--- config.mk ---
export PLATFORM = sky130hd
export DESIGN_NAME = htif_pcr_arbiter
export DESIGN_NICKNAME = d
export VERILOG_FILES = /design/src/rtl/htif_pcr_arbiter.sv
export SDC_FILE = /design/constraint.sdc
export NUM_CORES = 1
export LEC_CHECK = 0
export BUFFER_PORTS_ARGS = -buffer_cell sky130_fd_sc_hd__clkbuf_2
export CORE_AREA = 4 4 144 146
export CTS_CLUSTER_DIAMETER = 60
export DETAILED_ROUTE_END_ITERATION = 10
export DIE_AREA = 0 0 148 150
export GPL_TIMING_DRIVEN = 0
export PLACE_DENSITY = 0.68
export SLEW_MARGIN = 20
export SYNTH_ARGS = -nofsm -noshare
export SYNTH_HDL_FRONTEND = slang
export SYNTH_SLANG_ARGS = --single-unit
export TNS_END_PERCENT = 100
--- constraint.sdc ---
create_clock -name clk -period 3.04 [get_ports clk]
set_input_delay 0.912 -clock clk [delete_from_list [all_inputs] [get_ports clk]]
set_output_delay 0.912 -clock clk [all_outputs]
set_load 0.03 [all_outputs]
--- src/rtl/htif_pcr_arbiter.sv ---
// Two-requester arbiter in front of the core HTIF PCR port: round-robin grant,
// one transaction outstanding, timeout completion with late-response discard.
module htif_pcr_arbiter #(
    parameter int unsigned AW      = 12,
    parameter int unsigned DW      = 64,
    parameter int unsigned TIMEOUT = 255
) (
    input  logic              clk,
    input  logic              reset,
    input  logic [1:0]        req_valid,
    output logic [1:0]        req_ready,
    input  logic [1:0]        req_rw,
    input  logic [2*AW-1:0]   req_addr,
    input  logic [2*DW-1:0]   req_data,
    output logic [1:0]        resp_valid,
    input  logic [1:0]        resp_ready,
    output logic [DW-1:0]     resp_data,
    output logic              resp_err,
    output logic              pcr_req_valid,
    input  logic              pcr_req_ready,
    output logic              pcr_req_rw,
    output logic [AW-1:0]     pcr_req_addr,
    output logic [DW-1:0]     pcr_req_data,
    input  logic              pcr_resp_valid,
    output logic              pcr_resp_ready,
    input  logic [DW-1:0]     pcr_resp_data
);

    typedef enum logic [1:0] {S_IDLE, S_REQ, S_WAIT, S_RESP} state_t;

    state_t          state_q, state_d;
    logic            ptr_q, ptr_d;
    logic            gnt_q, gnt_d;
    logic            rw_q, rw_d;
    logic [AW-1:0]   addr_q, addr_d;
    logic [DW-1:0]   wdata_q, wdata_d;
    logic [DW-1:0]   rdata_q, rdata_d;
    logic            err_q, err_d;
    logic [15:0]     cnt_q, cnt_d;
    logic            drop_q, drop_d;

    logic            gnt_sel;
    logic [1:0]      req_ready_int;

    always_comb begin
        // Round-robin only matters under contention; an idle bus parks on the pointer.
        if (req_valid == 2'b11) gnt_sel = ptr_q;
        else if (req_valid[1])  gnt_sel = 1'b1;
        else if (req_valid[0])  gnt_sel = 1'b0;
        else                    gnt_sel = ptr_q;
        req_ready_int = (state_q == S_IDLE) ? {gnt_sel, ~gnt_sel} : 2'b00;
    end

    always_comb begin
        state_d = state_q;
        ptr_d   = ptr_q;
        gnt_d   = gnt_q;
        rw_d    = rw_q;
        addr_d  = addr_q;
        wdata_d = wdata_q;
        rdata_d = rdata_q;
        err_d   = err_q;
        cnt_d   = '0;
        drop_d  = drop_q;

        // A timed-out response may still arrive; swallow it outside WAIT.
        if (drop_q && state_q != S_WAIT && pcr_resp_valid) drop_d = 1'b0;

        case (state_q)
            S_IDLE: begin
                if (req_valid[gnt_sel]) begin
                    gnt_d   = gnt_sel;
                    ptr_d   = ~gnt_sel;
                    rw_d    = req_rw[gnt_sel];
                    addr_d  = gnt_sel ? req_addr[AW +: AW] : req_addr[0 +: AW];
                    wdata_d = gnt_sel ? req_data[DW +: DW] : req_data[0 +: DW];
                    state_d = S_REQ;
                end
            end
            S_REQ: begin
                if (!drop_q && pcr_req_ready) state_d = S_WAIT;
            end
            S_WAIT: begin
                if (pcr_resp_valid) begin
                    rdata_d = pcr_resp_data;
                    err_d   = 1'b0;
                    state_d = S_RESP;
                end else if (cnt_q == 16'(TIMEOUT - 1)) begin
                    rdata_d = '0;
                    err_d   = 1'b1;
                    drop_d  = 1'b1;
                    state_d = S_RESP;
                end else begin
                    cnt_d = cnt_q + 16'd1;
                end
            end
            S_RESP: begin
                if (resp_ready[gnt_q]) state_d = S_IDLE;
            end
            default: state_d = S_IDLE;
        endcase
    end

    always_ff @(posedge clk) begin
        if (!reset) begin
            state_q <= S_IDLE;
            ptr_q   <= 1'b0;
            gnt_q   <= 1'b0;
            rw_q    <= 1'b0;
            addr_q  <= '0;
            wdata_q <= '0;
            rdata_q <= '0;
            err_q   <= 1'b0;
            cnt_q   <= '0;
            drop_q  <= 1'b0;
        end else begin
            state_q <= state_d;
            ptr_q   <= ptr_d;
            gnt_q   <= gnt_d;
            rw_q    <= rw_d;
            addr_q  <= addr_d;
            wdata_q <= wdata_d;
            rdata_q <= rdata_d;
            err_q   <= err_d;
            cnt_q   <= cnt_d;
            drop_q  <= drop_d;
        end
    end

    // Outputs are gated by reset so they read zero while reset is held, not just after the edge.
    assign req_ready      = reset ? req_ready_int : 2'b00;
    assign resp_valid     = (reset && state_q == S_RESP) ? {gnt_q, ~gnt_q} : 2'b00;
    assign resp_data      = reset ? rdata_q : '0;
    assign resp_err       = reset & err_q;
    assign pcr_req_valid  = reset && state_q == S_REQ && !drop_q;
    assign pcr_req_rw     = reset & rw_q;
    assign pcr_req_addr   = reset ? addr_q : '0;
    assign pcr_req_data   = reset ? wdata_q : '0;
    assign pcr_resp_ready = reset && (state_q == S_WAIT || drop_q);

endmodule

==> summary.txt, run 1 <==
Synth
  • Compound-Gate Fraction of Synth Area: 0.215
  • Main combinational cell family by area after synthesis: simple AND/OR/NAND/NOR gates
  • Simple-gate share of the synthesized area: 0.229
  • Async SR Flop Fraction: 0
  • Synthesized area per cell: 9.75 um^2
  • Mux cell area share after synthesis: 0.00294
  • Post-synth net total: 931
  • Main synth FF type: dfxtp_1
  • Post-synthesis xor/xnor area fraction: 0.0141
  • Synth Area in Adders: 0.0125
  • Post-synth EDFFs: 0
  • Synthesis warning total: 0
  • Synth unique cells: 44
  • Mapped Cells: 699
  • Synthesized cell area: 6820 um^2
  • #FFs+latches synth: 163
  • Post-synthesis sequential area ratio: 0.479

Clock network
  • CTS Hold Bufs: 0
  • Worst skew pair latency: 0.42 ns
  • Clock transition at the registers of the reported paths: 0.06 ns
  • Clock buffer depth: 2
  • CTS Sinks: 163
  • CTS tree: yes
  • Root buf cell: clkbuf_16
  • Setup bufs post-CTS: 0
  • CTS H-tree depth: 4
  • Total CTS buffers: 17

Die
  • Core area: 19400 um^2
  • Full die area: 22200 um^2
  • Initial Util: 0.351
  • IO Count: 374
  • Die height: 150 um
  • Chip width: 148 um
  • Row count: 51

Setup path
  • Reg2reg path depth: 9
  • Crit start category: primary input
  • Worst reg2reg startpoint: state_q[0]$_SDFFE_PN0P_
  • Worst EP arrival: 2.04 ns
  • Endpoint of the worst register-to-register path: wdata_q[61]$_SDFFE_PN0P_
  • Minimum setup slack among reg-to-reg paths: 0.43 ns
  • Crit path kind: primary input to primary output
  • Worst EP required: 2.13 ns
  • CP Capture Type: primary output
  • Crit Path Max Fanout: 10

Power and ir drop
  • Flop pwr share: 0.375
  • Net Sw Frac: 0.353
  • IR Drop Worst-Case VDD: 579 uV
  • Clock power frac: 0.316
  • Leakage: 4.60 nW
  • Int Pwr: 0.00449 W
  • Pwr dens: 718 nW/um^2
  • Comb pwr share: 0.309
  • NetSw: 0.00245 W

Global routing
  • Largest net degree at the start of global routing: 20
  • Initial antenna violation count: 4
  • Number of global-route vias before repair: 6951
  • Total gr overflow: 0
  • First-pass GRT wire length: 37.6 mm
  • GRT Total Usage: 0.215

STA
  • Clock Skews: 0.0122 ns
  • Unrepaired setup endpoints after global routing: no
  • Minimum clock period after layout: 2.95 ns
  • Final period util: 0.969
  • Max Clock Freq: 339 MHz
  • Worst-Margin Slew: 0.920 ns
  • Setup violations, final: 0
  • Hold Vio Cnt, Final: 0
  • Slew headroom: 0.384
  • Worst setup margin: 0.0929 ns
  • Setup_tns: 0 ns
  • Pins over their slew limit: 0

Route
  • Final wirelength: 25.0 mm
  • Iteration-0 DRC Markers: 556
  • DR vias: 6933
  • Drt drc: 0
  • Avg WL per Cell: 18.3 um
  • Final ANT Viol Nets: 0
  • DRT Pass-1 Iters: 6
  • Vias per cell: 5.06

Hold path
  • Worst hold path class: flop to flop
  • End of the worst hold path: cnt_q[0]$_SDFF_PP0_
  • Hold path start: cnt_q[0]$_SDFF_PP0_
  • WHS Path Cells: 1

Placed design
  • Gpl congestion: 0.813
  • Post-DP HPWL: 19.3 mm
  • I/O Buffers: 372
  • DP Cell Count: 1336
  • Dpl ws: -0.875 ns

Finish
  • Final Util: 0.499
  • Layout area overhead: 41.9%
  • Share of layout cells above drive strength 1: 0.404
  • Nets: 1321
  • Finished Layout Cells: 1370

Run status
  • Outcome: complete, no violations

Run
  • Max_cap viols: 0
## cell usage in the layout, fill, tap and decap left out, types with 4 or more instances in the layout
master and count:
a21oi_1 8, a222oi_1 78, a22o_1 64, and2_1 142, buf_2 19, clkbuf_1 36, clkbuf_16 17, clkbuf_2 365
clkbuf_4 10, dfxtp_1 163, diode_2 4, ha_1 6, inv_1 7, inv_8 4, nand2_1 10, nand3_1 6
nand4_1 4, nor2_1 87, nor2_4 8, xnor2_1 4, xor2_1 7
## worst max-delay path, stage by stage
cell and delay (ns):
clkbuf_2 0.16, clkbuf_8 0.19, clkbuf_8 0.19, buf_4 0.19, and2_1 0.19, clkbuf_4 0.20
## cells in the mapped netlist (2+ instances only)
library cell    n  area share
or4_1           2      0.0022
and2_1        142        0.13
mux2i_1         2      0.0029
dfxtp_1       163        0.48
nor2_4          8       0.013
or3_1           3      0.0028
nor4_1          2      0.0018
ha_1            6       0.011
buf_6           2      0.0033
nand2_1        10      0.0055
and3_1          3      0.0028
nor2_2          2      0.0018
nor3_1          2      0.0015
xnor2_1         4      0.0051
clkbuf_1       50       0.028
a21oi_1         8      0.0059
buf_1           4      0.0022
nor2_1         87       0.048
nand3_1         6      0.0044
a222oi_1       78        0.11
inv_1           7      0.0039
nor2b_1         2      0.0018
o31ai_1         2      0.0022
buf_2          11      0.0081
xor2_1          7      0.0090
a22o_1         64       0.082
o21ai_0         2      0.0015
nand4_1         4      0.0037
## area by class of cell
| cell class | instances | area (um^2) |
|---|---|---|
| clock inverters | 14 | 169 |
| well taps | 265 | 332 |
| diodes | 4 | 10.0 |
| repair buffers | 372 | 1870 |
| fillers | 1930 | 9730 |
| inverters | 7 | 26.3 |
| flip-flops and latches | 163 | 3260 |
| multi-input cells | 461 | 3230 |
| plain buffers | 67 | 347 |
| clock buffers | 17 | 425 |
## cell families (layout without fill, tap and decap cells)
family	after synthesis	count (layout)
xor+xnor	11	11
fa+ha+maj	7	7
compound gates	161	161
flops	163	163
simple gates	280	280
mux	2	2
buf+inv	75	477
other cells	0	4
## state kept, by name, summed over array words and instances (netlist names)
signal   count
gnt_q        1
cnt_q       16
rw_q         1
ptr_q        1
err_q        1
state_q      2
rdata_q     64
addr_q      12
wdata_q     64
drop_q       1
## metal layers
metal / part of all wire / global-route usage
met5: 0 / 0
met4: 0.018 / 0.0753
met3: 0.087 / 0.0669
met2: 0.50 / 0.372
met1: 0.40 / 0.252
## worst max-delay path by stage
stage / start / to / slack, ns / depth (start not counted)
after global routing: reset / resp_valid[0] / 0.007 / 6
after floorplan: reset / pcr_req_valid / 0.19 / 3
after CTS: reset / pcr_req_data[22] / 0.02 / 6
after detailed placement: reset / pcr_req_data[22] / -0.88 / 6
final: reset / pcr_req_data[22] / 0.09 / 6
after global placement: reset / pcr_req_data[22] / -0.88 / 6
## power by group through the flow
stage	Sequential (W)	Combinational, W	Clock (W)
global route	0.00264	0.00233	0.00233
detailed placement	0.00264	0.00214	0
global placement	0.00263	0.00212	0
floorplan	0.00260	0.00147	0
CTS	0.00260	0.00216	0.00224
finish	0.00260	0.00215	0.00220
## what timing repair did
item                                   CTS  global route
setup endpoints to repair              113            24
endpoints found under the hold margin    0             0
gates resized for setup                 24            19
## per-stage QoR
step	area [um^2]	hold slack, ns	total power (W)
final	9670	0.483	0.00695
after global routing	9670	0.497	0.00730
after CTS	9650	0.485	0.00700
after detailed placement	9010	0.469	0.00478
after global placement	9010	0.471	0.00475
after floorplan	6820	0.449	0.00407
Note: power is estimated with default switching activity, not from simulation.
==> inputs of run 2 (changes only) <==
==> constraint.sdc (replaced) <==
create_clock -name clk -period 3.04 [get_ports clk]
set_input_delay 0.304 -clock clk [delete_from_list [all_inputs] [get_ports clk]]
set_output_delay 0.304 -clock clk [all_outputs]
set_load 0.03 [all_outputs]
==> summary.txt, run 2 (synthesized netlist as in run 1, its figures left out) <==
Run status
  • Outcome: complete, no violations

Clock network
  • CTS Sinks: 163 (unchanged)
  • Post_cts resized: 0 (-100%)
  • Clock buffer depth: 2 (unchanged)
  • CTS tree: yes
  • Setup bufs post-CTS: 0 (unchanged)
  • Total CTS buffers: 17 (unchanged)
  • Worst skew pair latency: 0.43 ns (about the same)
  • CTS H-tree depth: 4 (unchanged)
  • Clock transition at the registers of the reported paths: 0.07 ns (about the same)
  • Root buf cell: clkbuf_16
  • CTS Hold Bufs: 0 (unchanged)

Finish
  • Share of layout cells above drive strength 1: 0.391 (-0.0131)
  • Layout area overhead: 41.0%
  • Layout Cell Area excl Fill: 9610 um^2 (-0.61%)
  • Final Util: 0.496 (-0.00303)
  • Commonest non-fill, non-tap cell in the layout: clkbuf_2
  • Nets: 1322 (+0.076%)
  • Layout fillers: 1944 (+0.73%)
  • Top Registers: rdata_q: 64 flops, wdata_q: 64 flops, cnt_q: 16 flops
  • Most frequent cells in the layout: 372 x clkbuf_2, 163 x dfxtp_1, 142 x and2_1

Die
  • Die height: 150 um (unchanged)
  • IO Count: 374 (unchanged)
  • Initial Util: 0.351 (unchanged)
  • Full die area: 22200 um^2 (unchanged)
  • Core area: 19400 um^2 (unchanged)
  • Row count: 51 (unchanged)
  • Chip width: 148 um (unchanged)

Setup path
  • CP dominant cell by count: clkbuf_1
  • CP max-delay cell: clkbuf_1
  • Launch point of the worst path: reset
  • Crit start category: primary input
  • Crit path kind: primary input to primary output
  • Crit path largest cell delay: 0.56 ns (+0.36 ns)
  • Worst reg2reg startpoint: state_q[0]$_SDFFE_PN0P_
  • Worst EP arrival: 2.31 ns (+0.27 ns)
  • Critical-path cell list: clkbuf_2 -> clkbuf_1 -> clkbuf_1 -> clkbuf_1 -> and2_1 -> clkbuf_2
  • Worst EP required: 2.74 ns (+0.61 ns)
  • CP Capture Type: primary output
  • Crit Path Max Fanout: 10 (unchanged)

Global routing
  • Total gr overflow: 0 (unchanged)
  • Initial antenna violation count: 4 (unchanged)
  • First-pass GRT wire length: 37.6 mm (about the same)
  • GRT Total Usage: 0.215 (about the same)
  • Largest net degree at the start of global routing: 17 (-15%)
  • Number of global-route vias before repair: 6943 (-0.12%)

Route
  • DRT Pass-1 Iters: 6 (unchanged)
  • Iteration-0 DRC Markers: 539 (-3.1%)
  • Drt drc: 0 (unchanged)
  • Vias per cell: 5.07 (+0.26%)
  • Top layer reached by signal wires: met4
  • Met3 WL: 2.10 mm (-3.0%)
  • Metal1 wirelength: 10.0 mm (+1.2%)
  • Final ANT Viol Nets: 0 (unchanged)
  • DR vias: 6956 (+0.33%)
  • Final wirelength: 25.1 mm (+0.25%)
  • Met2 routed WL: 12.4 mm (-0.30%)
  • Avg WL per Cell: 18.3 um (+0.17%)

Placed design
  • Post-DP HPWL: 19.3 mm (unchanged)
  • Post-DP Area: 9010 um^2 (unchanged)
  • I/O Buffers: 372 (unchanged)
  • Gpl congestion: 0.813 (unchanged)

STA
  • Clock Skews: 0.0154 ns (+0.00327 ns)
  • Setup violations, final: 0 (unchanged)
  • Minimum clock period after layout: 2.61 ns (-0.337 ns)
  • Max Clock Freq: 383 MHz (+13%)
  • Setup_tns: 0 ns (unchanged)
  • Hold Vio Cnt, Final: 0 (unchanged)
  • Worst-Margin Slew: 0.878 ns (-0.0417 ns)
  • Unrepaired setup endpoints after global routing: no
  • Slew headroom: 0.411 (+0.0279)
  • Pins over their slew limit: 0 (unchanged)
  • Worst hold margin: 0.0894 ns (-0.393 ns)
  • Final period util: 0.859 (-0.111)

Run
  • Max_cap viols: 0 (unchanged)

Hold path
  • Worst hold path class: primary input to flop
  • Hold path start: pcr_resp_data[16]

Power and ir drop
  • Clock power frac: 0.317 (about the same)
  • Comb pwr share: 0.308 (about the same)
  • Int Pwr: 0.00448 W (-0.24%)
  • NetSw: 0.00245 W (about the same)
  • IR Drop Worst-Case VDD: 581 uV (+0.29%)
  • Leakage: 4.55 nW (-1.2%)
  • Pwr dens: 721 nW/um^2 (+0.47%)
  • Total power: 0.00694 W (-0.14%)
  • Flop pwr share: 0.375 (about the same)
  • Net Sw Frac: 0.354 (+0.000648)
-- run 2: cell types whose count changed in the layout (fill, tap and decap cells not counted) --
cell | previous run | this run
clkbuf_8 | 2 | 0
clkbuf_4 | 10 | 0
buf_1 | 3 | 4
clkbuf_2 | 365 | 372
buf_2 | 19 | 11
clkbuf_1 | 36 | 50
buf_4 | 1 | 0
-- run 2: layout make-up --
cell class	instances	area (um^2)	share of cell area
clock inverter	14	169	0.0176
multi-input combinational	461	3230	0.336
inverter	7	26.3	0.00273
antenna	4	10.0	0.00104
sequential	163	3260	0.339
tap	265	332	0.0345
timing repair buffer	372	1860	0.194
clock buffer	17	425	0.0442
buffer	68	300	0.0312
-- run 2: power by group through the flow --
stage / logic (W) / clock network [W] / registers (W)
floorplan: 0.00147 / 0 / 0.00260
global placement: 0.00212 / 0 / 0.00263
finish: 0.00214 / 0.00220 / 0.00260
CTS: 0.00215 / 0.00224 / 0.00260
global route: 0.00232 / 0.00233 / 0.00264
detailed placement: 0.00214 / 0 / 0.00264
-- run 2: worst paths after layout --
check | cells past startpoint | end | slack (ns)
setup / recovery | 6 | pcr_req_data[22] | 0.43
hold reg to reg | 1 | cnt_q[0]$_SDFF_PP0_ | 0.49
hold / removal | 2 | rdata_q[16]$_SDFFE_PN0P_ | 0.09
setup reg to reg | 9 | addr_q[0]$_SDFFE_PN0P_ | 0.47
-- run 2: critical path, delay by kind of cell --
family | cells | cell delay, ns
buffers and inverters | 5 | 1.75
and+or+nand+nor | 1 | 0.24
-- run 2: layer usage --
metal | GRT usage | up-vias
li1 | - | 3363
met1 | 0.254 | 3263
met2 | 0.371 | 299
met3 | 0.0669 | 31
met4 | 0.0748 | 0
met5 | 0 | -
-- run 2: through the flow --
| stage | worst slack, ns | instances |
|---|---|---|
| finish | 0.430 | 1371 |
| global route | 0.219 | 1371 |
| global placement | 0.331 | 1336 |
| CTS | 0.351 | 1367 |
| floorplan | 1.10 | 699 |
| detailed placement | 0.341 | 1336 |
==> inputs of run 3 (changes only) <==
--- a/config.mk
+++ b/config.mk
@@ -5,13 +5,15 @@
 export SDC_FILE = /design/constraint.sdc
 export NUM_CORES = 1
 export LEC_CHECK = 0
+export ABC_AREA = 1
 export BUFFER_PORTS_ARGS = -buffer_cell sky130_fd_sc_hd__clkbuf_2
-export CORE_AREA = 4 4 144 146
+export CORE_ASPECT_RATIO = 1.1
+export CORE_MARGIN = 4
+export CORE_UTILIZATION = 40
 export CTS_CLUSTER_DIAMETER = 60
 export DETAILED_ROUTE_END_ITERATION = 10
-export DIE_AREA = 0 0 148 150
 export GPL_TIMING_DRIVEN = 0
-export PLACE_DENSITY = 0.68
+export PLACE_DENSITY = 0.74
 export SLEW_MARGIN = 20
 export SYNTH_ARGS = -nofsm -noshare
 export SYNTH_HDL_FRONTEND = slang
==> summary.txt, run 3 <==
Setup path
  • Worst reg2reg startpoint: state_q[1]$_SDFFE_PN0P_
  • Crit start category: primary input
  • Crit path kind: primary input to primary output
  • Worst EP required: 2.74 ns (about the same)
  • Launch point of the worst path: reset
  • CP Capture Type: primary output
  • Worst EP arrival: 2.08 ns (-0.23 ns)
  • Minimum setup slack among reg-to-reg paths: 1.03 ns (+0.56 ns)
  • Crit Path Max Fanout: 10 (unchanged)

STA
  • Setup_tns: 0 ns (unchanged)
  • Worst setup margin: 0.656 ns (+0.226 ns)
  • Hold Vio Cnt, Final: 0 (unchanged)
  • Unrepaired setup endpoints after global routing: no
  • Max Clock Freq: 419 MHz (+9.5%)
  • Minimum clock period after layout: 2.38 ns (-0.226 ns)
  • Slew headroom: 0.431 (+0.0197)
  • Worst-Margin Slew: 0.853 ns (-0.0247 ns)
  • Final period util: 0.784 (-0.0743)
  • Clock Skews: 0.0110 ns (-0.00440 ns)
  • Worst hold margin: 0.0764 ns (-0.0131 ns)
  • Pins over their slew limit: 0 (unchanged)
  • Setup violations, final: 0 (unchanged)

Clock network
  • CTS tree: yes
  • Worst skew pair latency: 0.43 ns (about the same)
  • Setup bufs post-CTS: 0 (unchanged)
  • CTS Sinks: 163 (unchanged)
  • Clock buffer depth: 2 (unchanged)
  • Post_cts resized: 0 (unchanged)
  • Total CTS buffers: 17 (unchanged)
  • CTS H-tree depth: 4 (unchanged)
  • Root buf cell: clkbuf_16
  • Clock transition at the registers of the reported paths: 0.07 ns (about the same)
  • CTS Hold Bufs: 0 (unchanged)

Placed design
  • Dpl ws: 0.584 ns (+0.244 ns)
  • I/O Buffers: 373 (+0.27%)
  • Post-DP HPWL: 21.2 mm (+9.9%)
  • Gpl congestion: 0.902 (+11%)

Die
  • Row count: 53 (+3.9%)
  • Core area: 19200 um^2 (-1.2%)
  • IO Count: 374 (unchanged)
  • Initial Util: 0.407 (+0.0554)
  • Die height: 154 um (+2.9%)
  • Full die area: 21800 um^2 (-1.8%)
  • Chip width: 141 um (-4.7%)

Hold path
  • Worst hold path class: primary input to flop
  • Hold path start: pcr_resp_data[29]

Synth
  • Synthesized area per cell: 6.67 um^2 (-32%)
  • Post-synth net total: 1401 (+50%)
  • Synth unique cells: 29 (-34%)
  • Area contributors post-synth: dfxtp_1 42%, nand2_1 26%, inv_1 7.8%
  • Mapped Cells: 1169 (+67%)
  • Post-synthesis sequential area ratio: 0.419 (-0.0602)
  • Main synth FF type: dfxtp_1
  • Post-synth EDFFs: 0 (unchanged)
  • Top-area cell type share of the netlist area: 0.419 (-0.0602)
  • #FFs+latches synth: 163 (unchanged)
  • Area leader, netlist: dfxtp_1
  • Cell with the most instances after synthesis: nand2_1
  • Synthesis warning total: 0 (unchanged)
  • Synthesized cell area: 7800 um^2 (+14%)
  • Async SR Flop Fraction: 0 (unchanged)
  • Post-synth top cells: 548 x nand2_1, 163 x dfxtp_1, 161 x inv_1

Power and ir drop
  • Leakage: 6.05 nW (+33%)
  • Pwr dens: 672 nW/um^2 (-6.9%)
  • IR Drop Worst-Case VDD: 386 uV (-34%)

Route
  • DRT Pass-1 Iters: 5 (-1)
  • Vias per cell: 4.67 (-8.0%)
  • Drt drc: 0 (unchanged)
  • Iteration-0 DRC Markers: 423 (-22%)
  • Final ANT Viol Nets: 0 (unchanged)
  • DR vias: 8498 (+22%)
  • Avg WL per Cell: 14.6 um (-20%)
  • Final wirelength: 26.5 mm (+5.7%)

Run
  • Max_cap viols: 0 (unchanged)

Finish
  • Most frequent cells in the layout: 548 x nand2_1, 373 x clkbuf_2, 163 x dfxtp_1
  • Nets: 1793 (+36%)
  • Ant. Diodes: 0 (-4)
  • Share of layout cells above drive strength 1: 0.334 (-0.0573)
  • Layout area overhead: 34.9%
  • Commonest non-fill, non-tap cell in the layout: nand2_1
  • Top Registers: rdata_q: 64 flops, wdata_q: 64 flops, cnt_q: 16 flops

Global routing
  • Initial antenna violation count: 2 (-2)
  • Total gr overflow: 0 (unchanged)
  • GR Util met3: 0.0686 (+0.00172)
  • Most utilized layer in the global route result: met2
  • GRT Total Usage: 0.239 (+0.0236)
  • Met2 Use GR: 0.421 (+0.0500)
  • Number of global-route vias before repair: 8353 (+20%)
  • Largest net degree at the start of global routing: 17 (unchanged)
  • First-pass GRT wire length: 41.9 mm (+11%)
  • Global Route met1 Usage: 0.283 (+0.0296)

Run status
  • Outcome: complete, no violations
## run 3: final cells by class
class	count	area, um^2
inverters	167	627
multi-input cells	776	3550
repair buffers	373	1870
plain buffers	63	359
clock inverters	12	101
clock buffers	19	443
fillers	1896	8650
flip-flops and latches	163	3260
well taps	247	309
## run 3: metrics by stage
step | cells | utilization | area [um^2] | power, W
5_1_grt | 1820 | 0.549 | 10500 | 0.00747
2_1_floorplan | 1169 | - | 7800 | 0.00432
3_5_place_dp | 1789 | 0.520 | 9970 | 0.00510
3_3_place_gp | 1789 | 0.520 | 9970 | 0.00507
6_report | 1820 | 0.549 | 10500 | 0.00707
4_1_cts | 1820 | 0.549 | 10500 | 0.00712
## run 3: where the power goes
| group | leakage [nW] | total (W) | switching (W) | internal (W) |
|---|---|---|---|---|
| Clock | 0.250 | 0.00201 | 0.000931 | 0.00108 |
| Combinational | 4.47 | 0.00236 | 0.00160 | 0.000760 |
| Sequential | 1.33 | 0.00270 | 0.000180 | 0.00252 |
## run 3: path summary, 6_finish.rpt
check,cells past startpoint,end
worst min register to register,1,cnt_q[0]$_SDFF_PP0_
worst max-delay path,6,pcr_req_valid
worst max register to register,7,addr_q[8]$_SDFFE_PN0P_
worst min-delay path,3,rdata_q[29]$_SDFFE_PN0P_
## run 3: cells by family after synthesis
family,after synthesis,synth area share
XOR/XNOR,6,0.00674
buffers and inverters,230,0.126
adder cells (fa/ha/maj),6,0.00963
AND/OR/NAND/NOR,668,0.349
AO/OA/AOI/OAI,96,0.0900
flip-flops,163,0.419
## run 3: critical path: stages
cell and delay (ns):
clkbuf_2 0.14, clkbuf_1 0.61, clkbuf_1 0.58, nand2_1 0.10, nor2_1 0.11, clkbuf_2 0.22
## run 3: per-layer routing
metal	share of wire	wire length [um]
met1	0.40	10700
met2	0.49	13100
met3	0.088	2320
met4	0.015	410
met5	0.0013	34
